[src/rtl/eth_pkg.sv]
// Shared constants and the transmit state type for the Ethernet frame transmitter.
package eth_pkg;

  localparam logic [7:0]  ETH_PREAMBLE  = 8'h55;
  localparam logic [7:0]  ETH_SFD       = 8'hD5;
  localparam logic [31:0] CRC_INIT      = 32'hFFFFFFFF;
  localparam logic [31:0] CRC_RESIDUE   = 32'hDEBB20E3;
  localparam logic [31:0] CRC_POLY_REFL = 32'hEDB88320;

  localparam int PREAMBLE_LEN = 7;
  localparam int HDR_LEN      = 14;
  localparam int FCS_LEN      = 4;

  // Each state names the line byte being loaded into the output register.
  typedef enum logic [2:0] {
    ST_IDLE,
    ST_PREAMBLE,
    ST_SFD,
    ST_HEADER,
    ST_PAYLOAD,
    ST_PAD,
    ST_FCS,
    ST_IFG
  } tx_state_e;

endpackage

[src/rtl/eth_frame_tx_if.sv]
// Client-side bundle of the frame transmitter: frame request, header fields,
// payload stream and the byte-wide line interface.
interface eth_frame_tx_if;

  logic        start;
  logic [47:0] dst_mac;
  logic [47:0] src_mac;
  logic [15:0] eth_type;
  logic        busy;
  logic [7:0]  pay_data;
  logic        pay_valid;
  logic        pay_last;
  logic        pay_ready;
  logic [7:0]  tx_data;
  logic        tx_valid;
  logic        tx_err;

  // Packet builder side.
  modport master (
    output start, dst_mac, src_mac, eth_type, pay_data, pay_valid, pay_last,
    input  busy, pay_ready, tx_data, tx_valid, tx_err
  );

  // Transmitter side.
  modport slave (
    input  start, dst_mac, src_mac, eth_type, pay_data, pay_valid, pay_last,
    output busy, pay_ready, tx_data, tx_valid, tx_err
  );

endinterface

[src/rtl/eth_crc32_byte.sv]
// Combinational CRC-32 (reflected 0xEDB88320) advance by one byte, LSB first.
module eth_crc32_byte
  import eth_pkg::*;
(
  input  logic [31:0] crc_in,
  input  logic [7:0]  data_in,
  output logic [31:0] crc_out
);

  logic [31:0] c;

  // Eight serial shift steps unrolled into one combinational stage.
  always_comb begin
    c = crc_in ^ {24'h0, data_in};
    for (int i = 0; i < 8; i++) begin
      c = c[0] ? ((c >> 1) ^ CRC_POLY_REFL) : (c >> 1);
    end
    crc_out = c;
  end

endmodule

[src/rtl/eth_frame_tx.sv]
// Ethernet frame transmitter: preamble, SFD, header, payload, optional pad,
// CRC-32 FCS and a fixed inter-frame gap onto a registered byte interface.
// Build option: define ETH_TX_PAD_EN to zero-pad short payloads to MIN_PAYLOAD;
// without it runt frames are sent unpadded.
module eth_frame_tx
  import eth_pkg::*;
#(
  parameter int MAX_PAYLOAD = 1500,
  parameter int MIN_PAYLOAD = 46,
  parameter int IFG_BYTES   = 12
) (
  input logic           clk,
  input logic           rst,
  eth_frame_tx_if.slave bus
);

  // Payload counter wide enough for both the oversize limit and the pad target.
  localparam int PAY_CNT_MAX = (MAX_PAYLOAD > MIN_PAYLOAD) ? MAX_PAYLOAD : MIN_PAYLOAD;
  localparam int PCW         = $clog2(PAY_CNT_MAX + 1);

  localparam logic [PCW-1:0] MAX_LAST = PCW'(MAX_PAYLOAD - 1);
`ifdef ETH_TX_PAD_EN
  localparam logic [PCW-1:0] MIN_LAST = PCW'(MIN_PAYLOAD - 1);
`endif
  localparam logic [7:0] PRE_LAST = 8'(PREAMBLE_LEN - 1);
  localparam logic [7:0] HDR_LAST = 8'(HDR_LEN - 1);
  localparam logic [7:0] FCS_LAST = 8'(FCS_LEN - 1);
  localparam logic [7:0] IFG_LAST = 8'(IFG_BYTES - 1);

  tx_state_e      state;
  logic [7:0]     cnt;
  logic [PCW-1:0] pay_cnt;
  logic [31:0]    crc;
  logic           bad_fcs;

  logic [47:0]    dst_q;
  logic [47:0]    src_q;
  logic [15:0]    type_q;

  logic [7:0]     tx_data_q;
  logic           tx_valid_q;
  logic           tx_err_q;

  logic [111:0]   hdr_vec;
  logic [7:0]     hdr_byte;
  logic [31:0]    fcs_word;
  logic [7:0]     fcs_byte;
  logic [7:0]     crc_byte;
  logic [31:0]    crc_next;
  logic           accept;

  assign accept        = (state == ST_IDLE) && bus.start;
  assign bus.busy      = (state != ST_IDLE);
  assign bus.pay_ready = (state == ST_PAYLOAD);
  assign bus.tx_data   = tx_data_q;
  assign bus.tx_valid  = tx_valid_q;
  assign bus.tx_err    = tx_err_q;

  assign hdr_vec  = {dst_q, src_q, type_q};
  // A deliberately corrupted frame sends the raw register instead of its complement.
  assign fcs_word = bad_fcs ? crc : ~crc;

  // Header byte for the current header index, most significant field byte first.
  always_comb begin
    hdr_byte = 8'h00;
    for (int i = 0; i < HDR_LEN; i++) begin
      if (cnt == 8'(i)) hdr_byte = hdr_vec[8*(HDR_LEN-1-i) +: 8];
    end
  end

  // FCS byte for the current FCS index, least significant byte first.
  always_comb begin
    fcs_byte = 8'h00;
    for (int i = 0; i < FCS_LEN; i++) begin
      if (cnt == 8'(i)) fcs_byte = fcs_word[8*i +: 8];
    end
  end

  // Byte fed into the CRC: header, payload (0x00 on underrun) or pad.
  always_comb begin
    crc_byte = 8'h00;
    case (state)
      ST_HEADER:  crc_byte = hdr_byte;
      ST_PAYLOAD: crc_byte = bus.pay_valid ? bus.pay_data : 8'h00;
      default:    crc_byte = 8'h00;
    endcase
  end

  eth_crc32_byte u_crc (
    .crc_in  (crc),
    .data_in (crc_byte),
    .crc_out (crc_next)
  );

  // Header fields are captured once per frame so later changes wait for the next frame.
  always_ff @(posedge clk) begin
    if (accept) begin
      dst_q  <= bus.dst_mac;
      src_q  <= bus.src_mac;
      type_q <= bus.eth_type;
    end
  end

  // Frame sequencer; the output registers load on every cycle.
  always_ff @(posedge clk) begin
    if (rst) begin
      state      <= ST_IDLE;
      cnt        <= 8'd0;
      pay_cnt    <= '0;
      crc        <= CRC_INIT;
      bad_fcs    <= 1'b0;
      tx_data_q  <= 8'h00;
      tx_valid_q <= 1'b0;
      tx_err_q   <= 1'b0;
    end else begin
      tx_err_q <= 1'b0;
      case (state)
        ST_IDLE: begin
          tx_data_q  <= 8'h00;
          tx_valid_q <= 1'b0;
          if (bus.start) begin
            // The first preamble byte is loaded on the accepting edge.
            tx_data_q  <= ETH_PREAMBLE;
            tx_valid_q <= 1'b1;
            cnt        <= 8'd1;
            bad_fcs    <= 1'b0;
            state      <= ST_PREAMBLE;
          end
        end
        ST_PREAMBLE: begin
          tx_data_q  <= ETH_PREAMBLE;
          tx_valid_q <= 1'b1;
          cnt        <= cnt + 8'd1;
          if (cnt == PRE_LAST) state <= ST_SFD;
        end
        ST_SFD: begin
          tx_data_q  <= ETH_SFD;
          tx_valid_q <= 1'b1;
          crc        <= CRC_INIT;
          cnt        <= 8'd0;
          state      <= ST_HEADER;
        end
        ST_HEADER: begin
          tx_data_q  <= hdr_byte;
          tx_valid_q <= 1'b1;
          crc        <= crc_next;
          cnt        <= cnt + 8'd1;
          if (cnt == HDR_LAST) begin
            cnt     <= 8'd0;
            pay_cnt <= '0;
            state   <= ST_PAYLOAD;
          end
        end
        ST_PAYLOAD: begin
          tx_valid_q <= 1'b1;
          crc        <= crc_next;
          cnt        <= 8'd0;
          if (bus.pay_valid) begin
            tx_data_q <= bus.pay_data;
            pay_cnt   <= pay_cnt + 1'b1;
            if (!bus.pay_last && pay_cnt == MAX_LAST) begin
              // Oversize: this byte closes the frame and the rest stays upstream.
              tx_err_q <= 1'b1;
              bad_fcs  <= 1'b1;
              state    <= ST_FCS;
            end else if (bus.pay_last) begin
`ifdef ETH_TX_PAD_EN
              state <= (pay_cnt < MIN_LAST) ? ST_PAD : ST_FCS;
`else
              state <= ST_FCS;
`endif
            end
          end else begin
            // Underrun: fill with zero, flag it and close with a bad FCS, no pad.
            tx_data_q <= 8'h00;
            tx_err_q  <= 1'b1;
            bad_fcs   <= 1'b1;
            state     <= ST_FCS;
          end
        end
`ifdef ETH_TX_PAD_EN
        ST_PAD: begin
          tx_data_q  <= 8'h00;
          tx_valid_q <= 1'b1;
          crc        <= crc_next;
          pay_cnt    <= pay_cnt + 1'b1;
          cnt        <= 8'd0;
          if (pay_cnt == MIN_LAST) state <= ST_FCS;
        end
`endif
        ST_FCS: begin
          tx_data_q  <= fcs_byte;
          tx_valid_q <= 1'b1;
          cnt        <= cnt + 8'd1;
          if (cnt == FCS_LAST) begin
            cnt   <= 8'd0;
            state <= ST_IFG;
          end
        end
        ST_IFG: begin
          tx_data_q  <= 8'h00;
          tx_valid_q <= 1'b0;
          cnt        <= cnt + 8'd1;
          if (cnt == IFG_LAST) begin
            cnt   <= 8'd0;
            state <= ST_IDLE;
          end
        end
        default: begin
          tx_data_q  <= 8'h00;
          tx_valid_q <= 1'b0;
          state      <= ST_IDLE;
        end
      endcase
    end
  end

endmodule

[src/flat_wrapper.sv]
// flat-port wrapper written by rule: the top's interface ports become plain ports
module eth_frame_tx_flat import eth_pkg::*;
#(
  parameter int MAX_PAYLOAD = 1500,
  parameter int MIN_PAYLOAD = 46,
  parameter int IFG_BYTES   = 12
)
  (clk, rst, bus_start, bus_dst_mac, bus_src_mac, bus_eth_type, bus_pay_data, bus_pay_valid, bus_pay_last, bus_busy, bus_pay_ready, bus_tx_data, bus_tx_valid, bus_tx_err);
  eth_frame_tx_if bus_i ();
  input logic clk;
  input logic rst;
  input wire logic [$bits(bus_i.start)-1:0] bus_start;
  input wire logic [$bits(bus_i.dst_mac)-1:0] bus_dst_mac;
  input wire logic [$bits(bus_i.src_mac)-1:0] bus_src_mac;
  input wire logic [$bits(bus_i.eth_type)-1:0] bus_eth_type;
  input wire logic [$bits(bus_i.pay_data)-1:0] bus_pay_data;
  input wire logic [$bits(bus_i.pay_valid)-1:0] bus_pay_valid;
  input wire logic [$bits(bus_i.pay_last)-1:0] bus_pay_last;
  output wire logic [$bits(bus_i.busy)-1:0] bus_busy;
  output wire logic [$bits(bus_i.pay_ready)-1:0] bus_pay_ready;
  output wire logic [$bits(bus_i.tx_data)-1:0] bus_tx_data;
  output wire logic [$bits(bus_i.tx_valid)-1:0] bus_tx_valid;
  output wire logic [$bits(bus_i.tx_err)-1:0] bus_tx_err;
  assign bus_i.start = bus_start;
  assign bus_i.dst_mac = bus_dst_mac;
  assign bus_i.src_mac = bus_src_mac;
  assign bus_i.eth_type = bus_eth_type;
  assign bus_i.pay_data = bus_pay_data;
  assign bus_i.pay_valid = bus_pay_valid;
  assign bus_i.pay_last = bus_pay_last;
  assign bus_busy = bus_i.busy;
  assign bus_pay_ready = bus_i.pay_ready;
  assign bus_tx_data = bus_i.tx_data;
  assign bus_tx_valid = bus_i.tx_valid;
  assign bus_tx_err = bus_i.tx_err;
  eth_frame_tx #(.MAX_PAYLOAD(MAX_PAYLOAD), .MIN_PAYLOAD(MIN_PAYLOAD), .IFG_BYTES(IFG_BYTES)) u_core (.clk(clk), .rst(rst), .bus(bus_i));
endmodule
[config.mk]
export PLATFORM = sky130hd
export DESIGN_NAME = eth_frame_tx_flat
export DESIGN_NICKNAME = d
export VERILOG_FILES = /design/src/rtl/eth_pkg.sv /design/src/rtl/eth_frame_tx_if.sv /design/src/rtl/eth_crc32_byte.sv /design/src/rtl/eth_frame_tx.sv /design/src/flat_wrapper.sv
export SDC_FILE = /design/constraint.sdc
export NUM_CORES = 1
export LEC_CHECK = 0
export CAP_MARGIN = 0
export CORE_ASPECT_RATIO = 1.25
export CORE_MARGIN = 5
export CORE_UTILIZATION = 43
export CTS_CLUSTER_SIZE = 30
export DETAILED_ROUTE_END_ITERATION = 7
export MAX_ROUTING_LAYER = met4
export PLACE_DENSITY = 0.66
export SLEW_MARGIN = 40
export SYNTH_ARGS = -nofsm -noshare
export SYNTH_HDL_FRONTEND = slang
export SYNTH_SLANG_ARGS = --single-unit
[constraint.sdc]
create_clock -name clk -period 17.53 [get_ports clk]
set_clock_uncertainty 0.2 [all_clocks]
set_input_delay 1.753 -clock clk [delete_from_list [all_inputs] [get_ports clk]]
set_output_delay 1.753 -clock clk [all_outputs]
set_load 0.1 [all_outputs]
==> flow_metrics.py <==
metrics = {
    "sta": {
        "rsz0062_at_grt": "no",
        "setup_viol": 0,
        "max_clock_freq_ghz": 0.215,
        "final_min_period_over_clock_period_pct": 26.5,
        "period_needed_ps": 4640,
        "worst-slew-pin-transition_ps": 860,
        "timing.final.max_slew_violations": 0,
        "timing_hold_violations_final": 0,
        "setup_tns_ps": 0,
        "whs_ps": 287,
        "worst_slew_margin_pct": 42.6,
    },
    "synth": {
        "synthTopCellsByCount": "edfxtp_1 (112), dfxtp_1 (65), nor2_1 (65)",
        "yosysTopAreaCell": "edfxtp_1",
        "dominantRegCellSynth": "edfxtp_1",
        "async_reset_ff_share_pct": 0,
        "synth_enable_flop_cells": 112,
        "synthesis.yosys.warnings": 0,
        "netlist-cell-type-count": 76,
        "yosysTopAreaCellShare_pct": 38.0,
        "syn-num-nets": 949,
        "synth.ff_latch_count": 177,
        "part_of_the_yosys_area_used_for_sequential_elements_pct": 52.8,
        "area_of_the_mapped_netlist_um2": 8840,
        "synthTopCellsByArea": "edfxtp_1 (38%), dfxtp_1 (15%), xnor2_1 (4.4%)",
        "yosysMostFrequentCell": "edfxtp_1",
        "mean_syn_cell_area_um2": 10.8,
        "postSynthCellCount": 819,
    },
    "critical_path": {
        "timing.critical_path.required_ps": 17640,
        "end_kind": "flip-flop",
        "cp_max_fo": 14,
        "r2r-end": "u_core.crc[5]",
        "rr_worst_depth": 10,
        "r2r-start": "u_core.cnt[7]",
        "worst_setup_path_endpoint": "u_core.crc[24]",
        "worst_setup_path_start_kind": "input port",
        "r2r_setup_slack_ps": 13010,
        "worst_setup_path_startpoint": "bus_pay_valid",
        "cp_data_arrival_time_ps": 4750,
        "path_class": "input port to flip-flop",
    },
    "job": {
        "maxCapViolations": 0,
    },
    "detailed_routing": {
        "detailedRoute.firstIterationViolations": 860,
        "antenna_left": 0,
        "firstDrtPassIters": 7,
        "wl_per_cell_um": 21.2,
        "detailroute.via_count": 7160,
        "routed_wl_um": 26000,
        "routed_via_density": 5.85,
        "drc": 0,
    },
    "cells_and_area": {
        "finalNonFillerCells": 1224,
        "storage_cell_area_um2": 4660,
        "filler_cell_count": 1786,
        "final_nets": 1072,
        "antennaDiodeCount": 0,
        "areaGrowthSynthToFinish_pct": 24.3,
        "post-route-util_pct": 54.5,
        "final_layout_size_suffix_gt1_share_pct": 9.64,
        "multi_input_area_um2": 3900,
    },
    "placement": {
        "hpwlAfterDp_um": 19100,
        "port-buffer-count": 136,
        "globalplace.congestion": 0.942,
        "dpl.cell_count": 1193,
    },
    "pwr": {
        "ir_drop_mv": 0.0694,
        "static-leakage-power_nw": 3.82,
        "power-per-cell-area_nw_per_um2": 123,
    },
    "grt": {
        "grt_first_pass_wirelength_um": 39900,
        "antenna_found_initial": 0,
        "globalRoute.totalOverflow": 0,
        "grt_max_degree": 84,
        "gr-usage-met3_pct": 4.13,
        "grtUsageMet2_pct": 37.7,
        "grtUsageTotal_pct": 22.6,
        "grt.busiest_layer": "met2",
        "groute.layer.met1.usage_pct": 26.8,
        "grt_pass1_vias": 7062,
    },
    "floorplanning": {
        "chipHeight_um": 170,
        "die-area_um2": 23500,
        "io-pin-count": 137,
        "starting_density_of_the_core_pct": 43.8,
        "die_x_um": 138,
        "core_um2": 20200,
        "placementRows": 58,
    },
    "run_status": {
        "outcome": "completed",
    },
    "cts": {
        "cts_sinks": 177,
        "clockBufferDepth": 2,
        "insertion_delay_to_the_later_sink_of_the_worst_skew_pair_ps": 430,
        "cts-hold-fix-buffers": 0,
        "cts_post_setup_buffers_inserted": 0,
        "post_cts_resize_count": 0,
        "clock_transition_at_the_registers_of_the_reported_paths_ps": 70,
        "root_buffer": "clkbuf_16",
        "htree_num_levels": 4,
        "tritoncts_clock_tree": "done",
        "numCtsBuffers": 17,
    },
    "min_path": {
        "holdCritPathClass": "flip-flop to flip-flop",
        "min-delay-start": "u_core.pay_cnt[8]",
    },
}
[worst min-delay path by stage]
stage                                    end  slack (ps)  cells after the start
final                      u_core.pay_cnt[8]         290                      2
after global routing       u_core.pay_cnt[8]         300                      2
after CTS                  u_core.pay_cnt[8]         290                      2
after detailed placement   u_core.pay_cnt[8]         280                      2
after global placement     u_core.pay_cnt[8]         270                      2
after floorplan           u_core.pay_cnt[10]         250                      2
[metrics by stage]
stage / area, µm² / setup WS, ps / total power, mW
final: 11000 / 12890 / 1.35
after floorplan: 8840 / 10270 / 0.846
after CTS: 11000 / 12870 / 1.36
after global routing: 11000 / 12710 / 1.41
after detailed placement: 10400 / 12410 / 0.975
after global placement: 10400 / 12450 / 0.975
[cell families (layout without fill, tap and decap cells)]
logic type / after synthesis / in the layout / synth area share (%)
flip-flops: 177 / 177 / 52.8
multiplexers: 3 / 3 / 0.340
XOR/XNOR: 86 / 86 / 9.74
adder cells (fa/ha/maj): 5 / 5 / 0.708
buffers and inverters: 68 / 203 / 3.41
AO/OA/AOI/OAI: 244 / 244 / 18.9
AND/OR/NAND/NOR: 236 / 236 / 14.1
[cell type report]
type,count,area share (%)
Multi-Input combinational cell,574,35.5
Tap cell,270,3.07
Clock inverter,14,1.55
Timing Repair Buffer,149,12.8
Clock buffer,17,3.87
Sequential cell,177,42.4
Inverter,23,0.786
[metal layers]
metal | wire [µm] | share of wire [%]
met3 | 1700 | 6.5
met1 | 10400 | 40
met5 | 0 | 0
met4 | 1160 | 4.5
met2 | 12700 | 49
[where the power goes]
group          internal, mW  switching [mW]
Sequential            0.527          0.0362
Clock                 0.204           0.177
Combinational         0.144           0.264
[registers in the layout, summed over array words and instances, names as in the netlist]
| name | count |
|---|---|
| u_core.dst_q | 48 |
| u_core.src_q | 48 |
| u_core.crc | 32 |
| u_core.type_q | 16 |
| u_core.pay_cnt | 11 |
| u_core.bus.tx_data | 8 |
| u_core.cnt | 8 |
| u_core.state | 3 |
| u_core.bad_fcs | 1 |
| u_core.bus.tx_err | 1 |
| u_core.bus.tx_valid | 1 |
[worst max-delay path, stage by stage]
cell             delay, ps
clkdlybuf4s50_1        490
and3_1                 520
a22o_1                 300
or3_1                  150
and3b_1                200
nor4_4                 550
xnor2_1                290
xnor2_2                260
xor2_1                 160
a21oi_1                 80
[placed cells by master, fill, tap and decap left out, types with 13 or more instances in the layout]
master | netlist | routed
dfxtp_1 | 65 | 65
nand3_1 | 18 | 18
nand2_1 | 56 | 56
xnor2_1 | 44 | 44
a21oi_1 | 53 | 53
a31oi_1 | 13 | 13
nor2_1 | 65 | 64
inv_1 | 23 | 23
clkdlybuf4s50_1 | 0 | 124
nand2b_1 | 17 | 17
edfxtp_1 | 112 | 112
o22ai_1 | 27 | 27
xor2_1 | 30 | 30
clkbuf_16 | 0 | 17
a22oi_1 | 19 | 19
o21ai_0 | 37 | 37
Power figures use the tool's default switching activity.
